[config.mk]
export PLATFORM = sky130hd
export DESIGN_NAME = gio_input_capture
export DESIGN_NICKNAME = d
export VERILOG_FILES = /design/src/rtl/gio_input_capture.sv
export SDC_FILE = /design/constraint.sdc
export NUM_CORES = 1
export LEC_CHECK = 0
export CAP_MARGIN = 10
export CORE_UTILIZATION = 35
export DETAILED_ROUTE_END_ITERATION = 7
export PLACE_DENSITY_LB_ADDON = 0.12
export SKIP_LAST_GASP = 1
export SLEW_MARGIN = 25
export SYNTH_ARGS = -nofsm -noshare
export SYNTH_HDL_FRONTEND = slang
export SYNTH_SLANG_ARGS = --single-unit
[constraint.sdc]
create_clock -name clk -period 2.35 [get_ports clk]
set_input_delay 0.47 -clock clk [delete_from_list [all_inputs] [get_ports clk]]
set_output_delay 0.47 -clock clk [all_outputs]
set_load 0.05 [all_outputs]
[src/rtl/gio_input_capture.sv]
// GIO input capture: per-pin 2-flop synchronizer, counter debounce, rising-edge
// press detection into sticky flags, and a clear-on-read CPU snapshot port.
module gio_input_capture #(
  parameter int unsigned WIDTH           = 8,
  parameter int unsigned DEBOUNCE_CYCLES = 50000,
  parameter int unsigned CNT_W           = 16
) (
  input  logic                 clk,
  input  logic                 reset,
  input  logic [WIDTH-1:0]     GIO_pins,
  input  logic                 rd_en,
  output logic [2*WIDTH-1:0]   rd_data,
  output logic                 rd_valid,
  output logic [WIDTH-1:0]     level,
  output logic                 press_pending,
  output logic                 overrun
);

  localparam logic [CNT_W-1:0] CNT_MAX = CNT_W'(DEBOUNCE_CYCLES - 1);

  logic [WIDTH-1:0] s1;
  logic [WIDTH-1:0] s2;
  logic [CNT_W-1:0] cnt      [WIDTH];
  logic [CNT_W-1:0] cnt_next [WIDTH];
  logic [WIDTH-1:0] level_next;
  logic [WIDTH-1:0] new_press;
  logic [WIDTH-1:0] press_flags;
  logic [WIDTH-1:0] clr_mask;
  logic             overrun_set;

  // Press detection uses the debounce next-state so flags land on the same
  // edge as the level update, letting a coincident read see the pre-edge view.
  always_comb begin
    for (int unsigned i = 0; i < WIDTH; i++) begin
      cnt_next[i]   = '0;
      level_next[i] = level[i];
      if (s2[i] != level[i]) begin
        if (cnt[i] == CNT_MAX) begin
          level_next[i] = s2[i];
        end else begin
          cnt_next[i] = cnt[i] + 1'b1;
        end
      end
    end
    new_press   = level_next & ~level;
    clr_mask    = rd_en ? press_flags : '0;
    overrun_set = |(new_press & press_flags & ~clr_mask);
  end

  assign press_pending = |press_flags;

  always_ff @(posedge clk) begin
    if (reset) begin
      s1          <= '0;
      s2          <= '0;
      level       <= '0;
      press_flags <= '0;
      overrun     <= 1'b0;
      rd_data     <= '0;
      rd_valid    <= 1'b0;
      for (int unsigned i = 0; i < WIDTH; i++) begin
        cnt[i] <= '0;
      end
    end else begin
      s1          <= GIO_pins;
      s2          <= s1;
      level       <= level_next;
      press_flags <= (press_flags & ~clr_mask) | new_press;
      overrun     <= (overrun & ~rd_en) | overrun_set;
      rd_valid    <= rd_en;
      if (rd_en) begin
        rd_data <= {press_flags, level};
      end
      for (int unsigned i = 0; i < WIDTH; i++) begin
        cnt[i] <= cnt_next[i];
      end
    end
  end

endmodule

==> parameters.txt, run 1 <==
Parameter                              Value

Timing
  Finish-stage setup viols    0
  Hold violation count in the final report    0
  Achievable Freq    0.447 GHz
  Actual slew at the worst max-slew pin    0.568 ns
  Post-Route Setup TNS    0 ns
  Worst-case headroom to the max-slew limit    0.618
  Setup repair after global routing missed its margin    false
  Slew Viols, Final    0
  Share of the cycle needed by the critical path after routing    0.952
  Final-layout worst hold slack    0.435 ns
  Final critical delay including setup and external delays    2.24 ns
  Setup Skew    0.00577 ns

Detailed routing
  Detailed Route WL    14.3 mm
  DRC    0
  Routed length per placed instance    12.7 um
  Iteration-0 DRC count of the detailed router    205
  Remaining antenna violation count    0
  Total iterations of the first detailed-routing run    4
  Via count    5369
  DR vias/cell    4.76

Run status
  Outcome    finished clean

Die
  Number of ports placed on the die boundary    38
  Site row count    52
  Die height    147 um
  Die area    21500 um^2
  Starting density of the core    0.359
  Core outline area    20400 um^2
  Floorplan die width    147 um

Clocking
  CTS H-Tree Depth    4
  Clock latency at the later pin of the worst-skew pair    0.42 ns
  Longest Clk Path Bufs    2
  Root buffer cell    sky130_fd_sc_hd__clkbuf_16
  Number of buffers added for setup after CTS    0
  TritonCTS clock tree    yes
  Cts bufs inserted    17
  Clock-pin slew on the worst setup and hold paths    0.06 ns
  Num Clock Sinks    178

Power
  Standby leakage power    2.82 nW
  Power Density    706 nW/um^2
  Worst vdd rail ir drop    0.410 mV

Logic synthesis
  Average cell area after synthesis    9.12 um^2
  EDFF count, synth    0
  FFs w/ async S/R, synth    0
  Yosys warning count    0
  Portion of the post-synthesis area used by sequential elements    0.487
  Number of flip-flops and latches in the synthesized netlist    178
  Main synth FF type    sky130_fd_sc_hd__dfxtp_1
  Instance count of the mapped netlist    802
  Total standard cell area after synthesis    7310 um^2
  Number of nets in the synthesized netlist    821
  Netlist cell types    40

Layout
  Post-layout nets    863
  Antenna diodes    0
  Layout area overhead    17.5%
  Share of cells above drive strength 1    0.0572
  Filler cell count in the final layout    1967
  Final cell count without fillers    1127

Critical path
  Endpoint class of the critical path    output pin
  Top fanout value on the critical path    3
  WS Path Type    reg -> out
  Crit. Startpoint    press_flags[0]$_SDFF_PP0_
  Worst setup SP type    register
  Endpoint arrival time on the critical path    1.77 ns
  R2R Path Start    cnt[1][52]$_SDFF_PP0_
  Data required time at the worst endpoint    1.88 ns

Placement
  Inst Count DP    1095
  Placer congestion estimate    0.799
  Count of port buffers added during placement    37
  Detailed placement HPWL    10.3 mm

Flow run
  Number of violations of the max-capacitance limit    0

Global route
  All-Layer GR Usage    0.141
  Largest net degree at the start of global routing    32
  First-pass GRT wire length    24.4 mm
  Number of antenna violations at the first check in global routing    0
  Residual overflow from global routing    0
  Vias in the first global route    5138

Hold path
  Startpoint of the tightest hold check path    s1[2]$_SDFF_PP0_
  Worst Hold Class    reg -> reg
[through the flow]
step,instance area [um^2],power [W],util,worst slack (ns)
final,8590,0.00607,0.422,0.112
after global routing,8590,0.00631,0.422,0.0560
after CTS,8590,0.00616,0.422,0.0711
after detailed placement,7980,0.00322,0.392,0.211
after global placement,7980,0.00322,0.392,0.281
after floorplan,7310,0.00318,-,0.334
[where the power goes]
| group | internal [W] | leakage, nW | switching [W] | total (W) |
|---|---|---|---|---|
| Combinational | 0.0000456 | 1.09 | 0.0000564 | 0.000102 |
| Clock | 0.00173 | 0.285 | 0.00119 | 0.00292 |
| Sequential | 0.00303 | 1.44 | 0.0000117 | 0.00305 |
[repair_timing]
action / in CTS / in global routing
setup endpoints to repair: 1 / 0
hold buffers: 0 / 0
resized for setup: 1 / 0
[cells in the final DEF (no fill, tap or decap), types with 6 or more instances in the layout]
master	count
sky130_fd_sc_hd__and3_1	21
sky130_fd_sc_hd__or3_1	17
sky130_fd_sc_hd__and2_1	6
sky130_fd_sc_hd__and4_1	9
sky130_fd_sc_hd__nor3b_1	9
sky130_fd_sc_hd__nor3_1	16
sky130_fd_sc_hd__inv_1	22
sky130_fd_sc_hd__clkdlybuf4s50_1	35
sky130_fd_sc_hd__nand2b_1	7
sky130_fd_sc_hd__nand4_1	26
sky130_fd_sc_hd__ha_1	8
sky130_fd_sc_hd__xnor2_1	62
sky130_fd_sc_hd__mux2i_1	22
sky130_fd_sc_hd__clkbuf_16	17
sky130_fd_sc_hd__nor4_1	8
sky130_fd_sc_hd__nand3_1	39
sky130_fd_sc_hd__a21oi_1	15
sky130_fd_sc_hd__nor2_1	169
sky130_fd_sc_hd__nand3b_1	6
sky130_fd_sc_hd__o21ai_0	6
sky130_fd_sc_hd__nor2b_1	20
sky130_fd_sc_hd__buf_4	13
sky130_fd_sc_hd__nand2_1	30
sky130_fd_sc_hd__xor2_1	53
sky130_fd_sc_hd__dfxtp_1	178
[critical path, cell delays in order, from the launching register on]
cell and delay [ns]:
sky130_fd_sc_hd__dfxtp_1 0.33, sky130_fd_sc_hd__nor4_1 0.47, sky130_fd_sc_hd__nand2_1 0.11, sky130_fd_sc_hd__dlygate4sd2_1 0.44
[path summary, 6_finish.rpt]
kind / end / slack [ns] / cells past startpoint
hold reg to reg: s2[2]$_SDFF_PP0_ / 0.44 / 1
setup / recovery: press_pending / 0.11 / 3
hold / removal: s2[2]$_SDFF_PP0_ / 0.44 / 1
setup reg to reg: cnt[1][51]$_SDFF_PP0_ / 0.24 / 6
[area by class of cell]
type	count	area (um^2)	share of cell area
Clock buffer	20	457	0.0531
Clock inverter	12	155	0.0181
Inverter	22	82.6	0.00961
Multi-Input combinational cell	575	3540	0.411
Sequential cell	178	3560	0.415
Tap cell	270	338	0.0393
Timing Repair Buffer	50	462	0.0537
[cells in the mapped netlist, types with 5 or more instances]
master	number	share of area
sky130_fd_sc_hd__nor3_1	16	0.011
sky130_fd_sc_hd__clkbuf_1	18	0.0092
sky130_fd_sc_hd__nand3_1	39	0.027
sky130_fd_sc_hd__dfxtp_1	178	0.49
sky130_fd_sc_hd__nand2_1	30	0.015
sky130_fd_sc_hd__a21oi_1	15	0.010
sky130_fd_sc_hd__mux2i_1	22	0.030
sky130_fd_sc_hd__nand3b_1	6	0.0062
sky130_fd_sc_hd__ha_1	8	0.014
sky130_fd_sc_hd__nor2b_1	20	0.017
sky130_fd_sc_hd__xnor2_1	62	0.074
sky130_fd_sc_hd__or4_1	5	0.0051
sky130_fd_sc_hd__or3_1	17	0.015
sky130_fd_sc_hd__and2_1	6	0.0051
sky130_fd_sc_hd__nand2b_1	7	0.0060
sky130_fd_sc_hd__nor2_1	169	0.087
sky130_fd_sc_hd__and3_1	21	0.018
sky130_fd_sc_hd__o21ai_0	6	0.0041
sky130_fd_sc_hd__and4_1	9	0.011
sky130_fd_sc_hd__xor2_1	53	0.063
sky130_fd_sc_hd__inv_1	22	0.011
sky130_fd_sc_hd__nand4_1	26	0.022
sky130_fd_sc_hd__buf_2	6	0.0041
sky130_fd_sc_hd__nor4_1	8	0.0068
sky130_fd_sc_hd__nor3b_1	9	0.0092
[logic make-up after synthesis]
logic type	after synthesis	share of synthesized area
simple gates	404	0.282
flops	178	0.487
xor+xnor	115	0.138
buf+inv	49	0.0294
compound gates	26	0.0197
mux	22	0.0301
fa+ha+maj	8	0.0137
[state kept, by name, indices dropped and copies added (netlist names)]
signal       count
rd_valid         1
rd_data         16
press_flags      8
s2               8
cnt            128
s1               8
overrun          1
level            8
[layer usage]
| metal | share of wire | track usage | wire length (um) | vias to the layer above |
|---|---|---|---|---|
| met5 | 0 | 0 | 0 | - |
| met4 | 0.016 | 0.0563 | 235 | 0 |
| met3 | 0.027 | 0.0341 | 385 | 17 |
| met2 | 0.45 | 0.225 | 6460 | 55 |
| met1 | 0.51 | 0.183 | 7260 | 2525 |
| li1 | - | - | - | 2772 |
No activity file was read; power rests on OpenSTA's default activity.
==> run 2, diff against run 1 <==
- CELL_PAD_IN_SITES_DETAIL_PLACEMENT: default -> 1
- CELL_PAD_IN_SITES_GLOBAL_PLACEMENT: default -> 1
==> run 2 against run 1 <==
  * Fmax barely moved
  * Combinational power is essentially flat
  * Setup slack better by 0.0012 ns
  * Power down 0.34%
  * Utilization is essentially flat
  * Final area about the same
  * Clock skew increased by 0.0040 ns
  * Critical path depth shrank 2
  * Non-clock buffer count is 1 higher
  * Cell count about the same
  * Via count is 1.9% higher
  * Critical path type unchanged
==> parameters.txt, run 2 (synthesis results as in run 1) <==
Parameter                              Value

Run status
  Outcome    finished clean

Clocking
  Cts bufs inserted    17 (unchanged)
  Root buffer cell    sky130_fd_sc_hd__clkbuf_16
  Clock latency at the later pin of the worst-skew pair    0.42 ns (about the same)
  CTS H-Tree Depth    4 (unchanged)
  Number of buffers added for setup after CTS    0 (unchanged)
  Clock-pin slew on the worst setup and hold paths    0.06 ns (about the same)
  TritonCTS clock tree    yes
  Longest Clk Path Bufs    2 (unchanged)
  Num Clock Sinks    178 (unchanged)

Critical path
  Number of cells on the worst reg-to-reg path    6 (unchanged)
  WS Path Type    reg -> out
  Standard cell with the maximum stage delay on the critical path    sky130_fd_sc_hd__clkdlybuf4s50_1
  Cell count along the critical path    1 (-2)
  Slowest stage delay, CP    0.89 ns (+0.42 ns)
  Critical path buffer and inverter count    1 (unchanged)
  Endpoint arrival time on the critical path    1.77 ns (about the same)
  Top cell family by delay on the critical path    buffers and inverters
  Worst setup SP type    register
  Endpoint class of the critical path    output pin
  Data required time at the worst endpoint    1.88 ns (about the same)
  Top fanout value on the critical path    6 (+3)
  Cells traversed along the worst timing path    clkdlybuf4s50_1

Placement
  Detailed placement HPWL    11.6 mm (+12%)
  Count of port buffers added during placement    37 (unchanged)
  Placer congestion estimate    0.747 (-6.5%)
  Pre-CTS setup slack    0.259 ns (+0.0480 ns)

Die
  Core outline area    20400 um^2 (unchanged)
  Die area    21500 um^2 (unchanged)
  Number of ports placed on the die boundary    38 (unchanged)
  Floorplan die width    147 um (unchanged)
  Site row count    52 (unchanged)
  Die height    147 um (unchanged)
  Starting density of the core    0.359 (unchanged)

Global route
  Number of antenna violations at the first check in global routing    0 (unchanged)
  Vias in the first global route    5616 (+9.3%)
  First-pass GRT wire length    27.1 mm (+11%)
  All-Layer GR Usage    0.156 (+0.0149)
  Largest net degree at the start of global routing    33 (+3.1%)
  Residual overflow from global routing    0 (unchanged)

Layout
  Largest register by flop count    cnt
  Post-layout nets    864 (+0.12%)
  Share of cells above drive strength 1    0.0561 (-0.00110)
  Commonest non-fill, non-tap cell in the layout    sky130_fd_sc_hd__dfxtp_1
  Max FFs per register    128 (unchanged)
  Largest registers    cnt x128, rd_data x16
  Commonest cells after routing, fill and taps aside    sky130_fd_sc_hd__dfxtp_1, sky130_fd_sc_hd__nor2_1, sky130_fd_sc_hd__xnor2_1, sky130_fd_sc_hd__xor2_1, sky130_fd_sc_hd__nand3_1
  Layout area overhead    17.4% (about the same)
  Antenna diodes    0 (unchanged)

Detailed routing
  Total iterations of the first detailed-routing run    4 (unchanged)
  Remaining antenna violation count    0 (unchanged)
  DRC    0 (unchanged)
  Routed length per placed instance    14.0 um (+10%)
  Via count    5472 (+1.9%)
  Detailed Route WL    15.8 mm (+10%)
  Iteration-0 DRC count of the detailed router    171 (-17%)
  DR vias/cell    4.86 (+2.0%)

Timing
  Slew Viols, Final    0 (unchanged)
  Actual slew at the worst max-slew pin    0.660 ns (+0.0926 ns)
  Hold violation count in the final report    0 (unchanged)
  Slack of the critical path    0.113 ns (+0.00115 ns)
  Share of the cycle needed by the critical path after routing    0.952 (about the same)
  Finish-stage setup viols    0 (unchanged)
  Setup Skew    0.00978 ns (+0.00401 ns)
  Achievable Freq    0.447 GHz (about the same)
  Setup repair after global routing missed its margin    false
  Worst-case headroom to the max-slew limit    0.556 (-0.0623)
  Post-Route Setup TNS    0 ns (unchanged)
  Final critical delay including setup and external delays    2.24 ns (-0.00115 ns)

Hold path
  Worst Hold Class    reg -> reg
  Number of cells traversed by the worst hold path    1 (unchanged)

Power
  Power Density    704 nW/um^2 (-0.25%)
  Worst vdd rail ir drop    0.440 mV (+7.1%)
  Standby leakage power    2.82 nW (+0.26%)

Flow run
  Number of violations of the max-capacitance limit    0 (unchanged)
-- run 2: cell types whose count changed in the layout (fill, tap and decap cells not counted), sizes merged --
cell	delta
buf	+2
clkbuf	+2
clkdlybuf4s50	-1
clkinvlp	-3
inv	-1
-- run 2: final cells by class --
| class | instances | area (um^2) |
|---|---|---|
| Clock buffer | 22 | 474 |
| Clock inverter | 8 | 128 |
| Fill cell | 2357 | 11800 |
| Inverter | 22 | 82.6 |
| Multi-Input combinational cell | 575 | 3540 |
| Sequential cell | 178 | 3560 |
| Tap cell | 270 | 338 |
| Timing Repair Buffer | 51 | 464 |
-- run 2: repair_timing --
action                     4_1_cts  5_1_grt
setup endpoints to repair        1        0
hold endpoints to repair         0        0
resized for setup                1        0
hold buffers                     0        0
-- run 2: path summary, 6_finish.rpt --
check,startpoint,endpoint,slack [ns]
max,level[0]$_SDFF_PP0_,level[0],0.11
min,s1[5]$_SDFF_PP0_,s2[5]$_SDFF_PP0_,0.44
min reg2reg,s1[5]$_SDFF_PP0_,s2[5]$_SDFF_PP0_,0.44
max reg2reg,cnt[1][52]$_SDFF_PP0_,cnt[1][62]$_SDFF_PP0_,0.28
-- run 2: where the power goes --
part	total, W	internal [W]	switching (W)
Combinational	0.000104	0.0000445	0.0000591
Sequential	0.00305	0.00303	0.0000119
Clock	0.00290	0.00175	0.00115
Total	0.00605	0.00483	0.00122
-- run 2: per-stage QoR --
step                      std cells  total power (W)  hold WS (ns)  utilization  area (um^2)
after floorplan                 802          0.00318         0.413            -         7310
after global placement         1096          0.00322         0.417        0.392         7990
after detailed placement       1096          0.00322         0.429        0.392         7990
after CTS                      1126          0.00614         0.444        0.422         8590
after global routing           1126          0.00627         0.461        0.422         8590
final                          1126          0.00605         0.440        0.422         8590
-- run 2: layer usage --
metal | share of wire | GRT usage | wire [um]
met1 | 0.49 | 0.199 | 7690
met2 | 0.48 | 0.265 | 7640
met3 | 0.022 | 0.0331 | 354
met4 | 0.0083 | 0.0448 | 132
met5 | 0 | 0 | 0
==> run 3, diff against run 2 <==
- ABC_CLOCK_PERIOD_IN_PS: default -> 2350
- SKIP_CTS_REPAIR_TIMING: default -> 1
==> run 3 against run 2 <==
  * Utilization hardly changed
  * Register-to-register slack hardly changed
  * Worst hold slack hardly changed
  * Sequential cell count stayed put
  * Global-route usage stayed put
  * Cell count stayed put
  * Via count hardly changed
  * Power hardly changed
  * Clock skew hardly changed
==> parameters.txt, run 3 (synthesis results as in run 1) <==
Parameter                              Value

Flow run
  Number of violations of the max-capacitance limit    0 (unchanged)

Critical path
  WS Path Type    reg -> out
  Endpoint class of the critical path    output pin
  Top cell family by delay on the critical path    buffers and inverters
  Cells traversed along the worst timing path    clkdlybuf4s50_1
  Top fanout value on the critical path    6 (unchanged)
  Slowest stage delay, CP    0.89 ns (about the same)
  Critical path buffer and inverter count    1 (unchanged)
  Standard cell with the maximum stage delay on the critical path    sky130_fd_sc_hd__clkdlybuf4s50_1
  Endpoint arrival time on the critical path    1.77 ns (about the same)
  Data required time at the worst endpoint    1.88 ns (about the same)
  Worst setup SP type    register

Timing
  Setup Skew    0.00974 ns (-0.0000412 ns)
  Setup repair after global routing missed its margin    false
  Achievable Freq    0.447 GHz (about the same)
  Final critical delay including setup and external delays    2.24 ns (+0.000436 ns)
  Slew Viols, Final    0 (unchanged)
  Finish-stage setup viols    0 (unchanged)
  Actual slew at the worst max-slew pin    0.660 ns (unchanged)
  Hold violation count in the final report    0 (unchanged)
  Worst-case headroom to the max-slew limit    0.556 (unchanged)
  Post-Route Setup TNS    0 ns (unchanged)
  Share of the cycle needed by the critical path after routing    0.952 (about the same)

Layout
  Max FFs per register    128 (unchanged)
  Filler cell count in the final layout    2357 (unchanged)
  Commonest cells after routing, fill and taps aside    sky130_fd_sc_hd__dfxtp_1, sky130_fd_sc_hd__nor2_1, sky130_fd_sc_hd__xnor2_1, sky130_fd_sc_hd__xor2_1, sky130_fd_sc_hd__nand3_1
  Layout area overhead    17.4% (about the same)
  Largest registers    cnt x128, rd_data x16
  Post-layout nets    864 (unchanged)
  Share of cells above drive strength 1    0.0561 (unchanged)
  Sequential Area    3560 um^2 (unchanged)
  Final cell utilization of the core    0.422 (about the same)
  Antenna diodes    0 (unchanged)
  Commonest non-fill, non-tap cell in the layout    sky130_fd_sc_hd__dfxtp_1
  Multi-input gate area in the final layout    3540 um^2 (unchanged)
  Largest register by flop count    cnt

Clocking
  Longest Clk Path Bufs    2 (unchanged)
  Num Clock Sinks    178 (unchanged)
  Clock-pin slew on the worst setup and hold paths    0.06 ns (about the same)
  Clock latency at the later pin of the worst-skew pair    0.42 ns (about the same)
  Cts bufs inserted    17 (unchanged)
  CTS H-Tree Depth    4 (unchanged)
  Root buffer cell    sky130_fd_sc_hd__clkbuf_16
  TritonCTS clock tree    yes

Detailed routing
  Iteration-0 DRC count of the detailed router    179 (+4.7%)
  Via count    5470 (-0.037%)
  DR vias/cell    4.86 (about the same)
  Remaining antenna violation count    0 (unchanged)
  Detailed Route WL    15.8 mm (+0.12%)
  Routed length per placed instance    14.1 um (+0.12%)
  DRC    0 (unchanged)
  Total iterations of the first detailed-routing run    4 (unchanged)

Die
  Site row count    52 (unchanged)
  Number of ports placed on the die boundary    38 (unchanged)
  Core outline area    20400 um^2 (unchanged)
  Die height    147 um (unchanged)
  Starting density of the core    0.359 (unchanged)
  Die area    21500 um^2 (unchanged)
  Floorplan die width    147 um (unchanged)

Global route
  Number of antenna violations at the first check in global routing    0 (unchanged)
  First-pass GRT wire length    27.1 mm (unchanged)
  Vias in the first global route    5616 (unchanged)
  Residual overflow from global routing    0 (unchanged)
  Largest net degree at the start of global routing    33 (unchanged)
  All-Layer GR Usage    0.156 (unchanged)

Hold path
  Worst Hold Class    reg -> reg

Placement
  Placer congestion estimate    0.747 (unchanged)
  Detailed placement HPWL    11.6 mm (unchanged)
  Count of port buffers added during placement    37 (unchanged)

Power
  Standby leakage power    2.84 nW (+0.49%)
  Power Density    704 nW/um^2 (about the same)
  Worst vdd rail ir drop    0.440 mV (+0.17%)

Run status
  Outcome    finished clean
## run 3: cell types whose count changed in the layout (fill, tap and decap cells not counted)
cell | before | now
sky130_fd_sc_hd__dlymetal6s2s_1 | 0 | 1
sky130_fd_sc_hd__dlygate4sd2_1 | 1 | 0
## run 3: final timing paths
| check | cells past startpoint | endpoint | startpoint | slack, ns |
|---|---|---|---|---|
| hold / removal | 1 | s2[5]$_SDFF_PP0_ | s1[5]$_SDFF_PP0_ | 0.44 |
| hold reg to reg | 1 | s2[5]$_SDFF_PP0_ | s1[5]$_SDFF_PP0_ | 0.44 |
| setup / recovery | 1 | level[0] | level[0]$_SDFF_PP0_ | 0.11 |
| setup reg to reg | 6 | cnt[1][62]$_SDFF_PP0_ | cnt[1][52]$_SDFF_PP0_ | 0.28 |
## run 3: layout make-up
cell class	instances	share of cell area
sequential	178	0.415
multi-input combinational	575	0.412
clock buffer	22	0.0552
timing repair buffer	51	0.0545
tap	270	0.0393
clock inverter	8	0.0149
inverter	22	0.00961
## run 3: stage by stage
stage	total power, W	hold slack (ns)	cells	cell area (um^2)	setup slack [ns]
2_1_floorplan	0.00318	0.413	802	7310	0.334
3_3_place_gp	0.00322	0.417	1096	7990	0.323
3_5_place_dp	0.00322	0.429	1096	7990	0.259
4_1_cts	0.00614	0.444	1126	8590	-0.0727
5_1_grt	0.00627	0.461	1126	8590	0.0314
6_report	0.00605	0.440	1126	8590	0.113
## run 3: routing by layer
metal / track usage / share of wire / wire, um / vias up
met3: 0.0331 / 0.022 / 355 / 12
met5: 0 / 0 / 0 / -
li1: - / - / - / 2774
met4: 0.0448 / 0.0083 / 132 / 0
met2: 0.265 / 0.48 / 7640 / 47
met1: 0.199 / 0.49 / 7710 / 2637
## run 3: where the power goes
part           switching [W]  internal, W
sequential         0.0000119      0.00303
clock                0.00115      0.00175
combinational      0.0000591    0.0000445
total                0.00122      0.00483
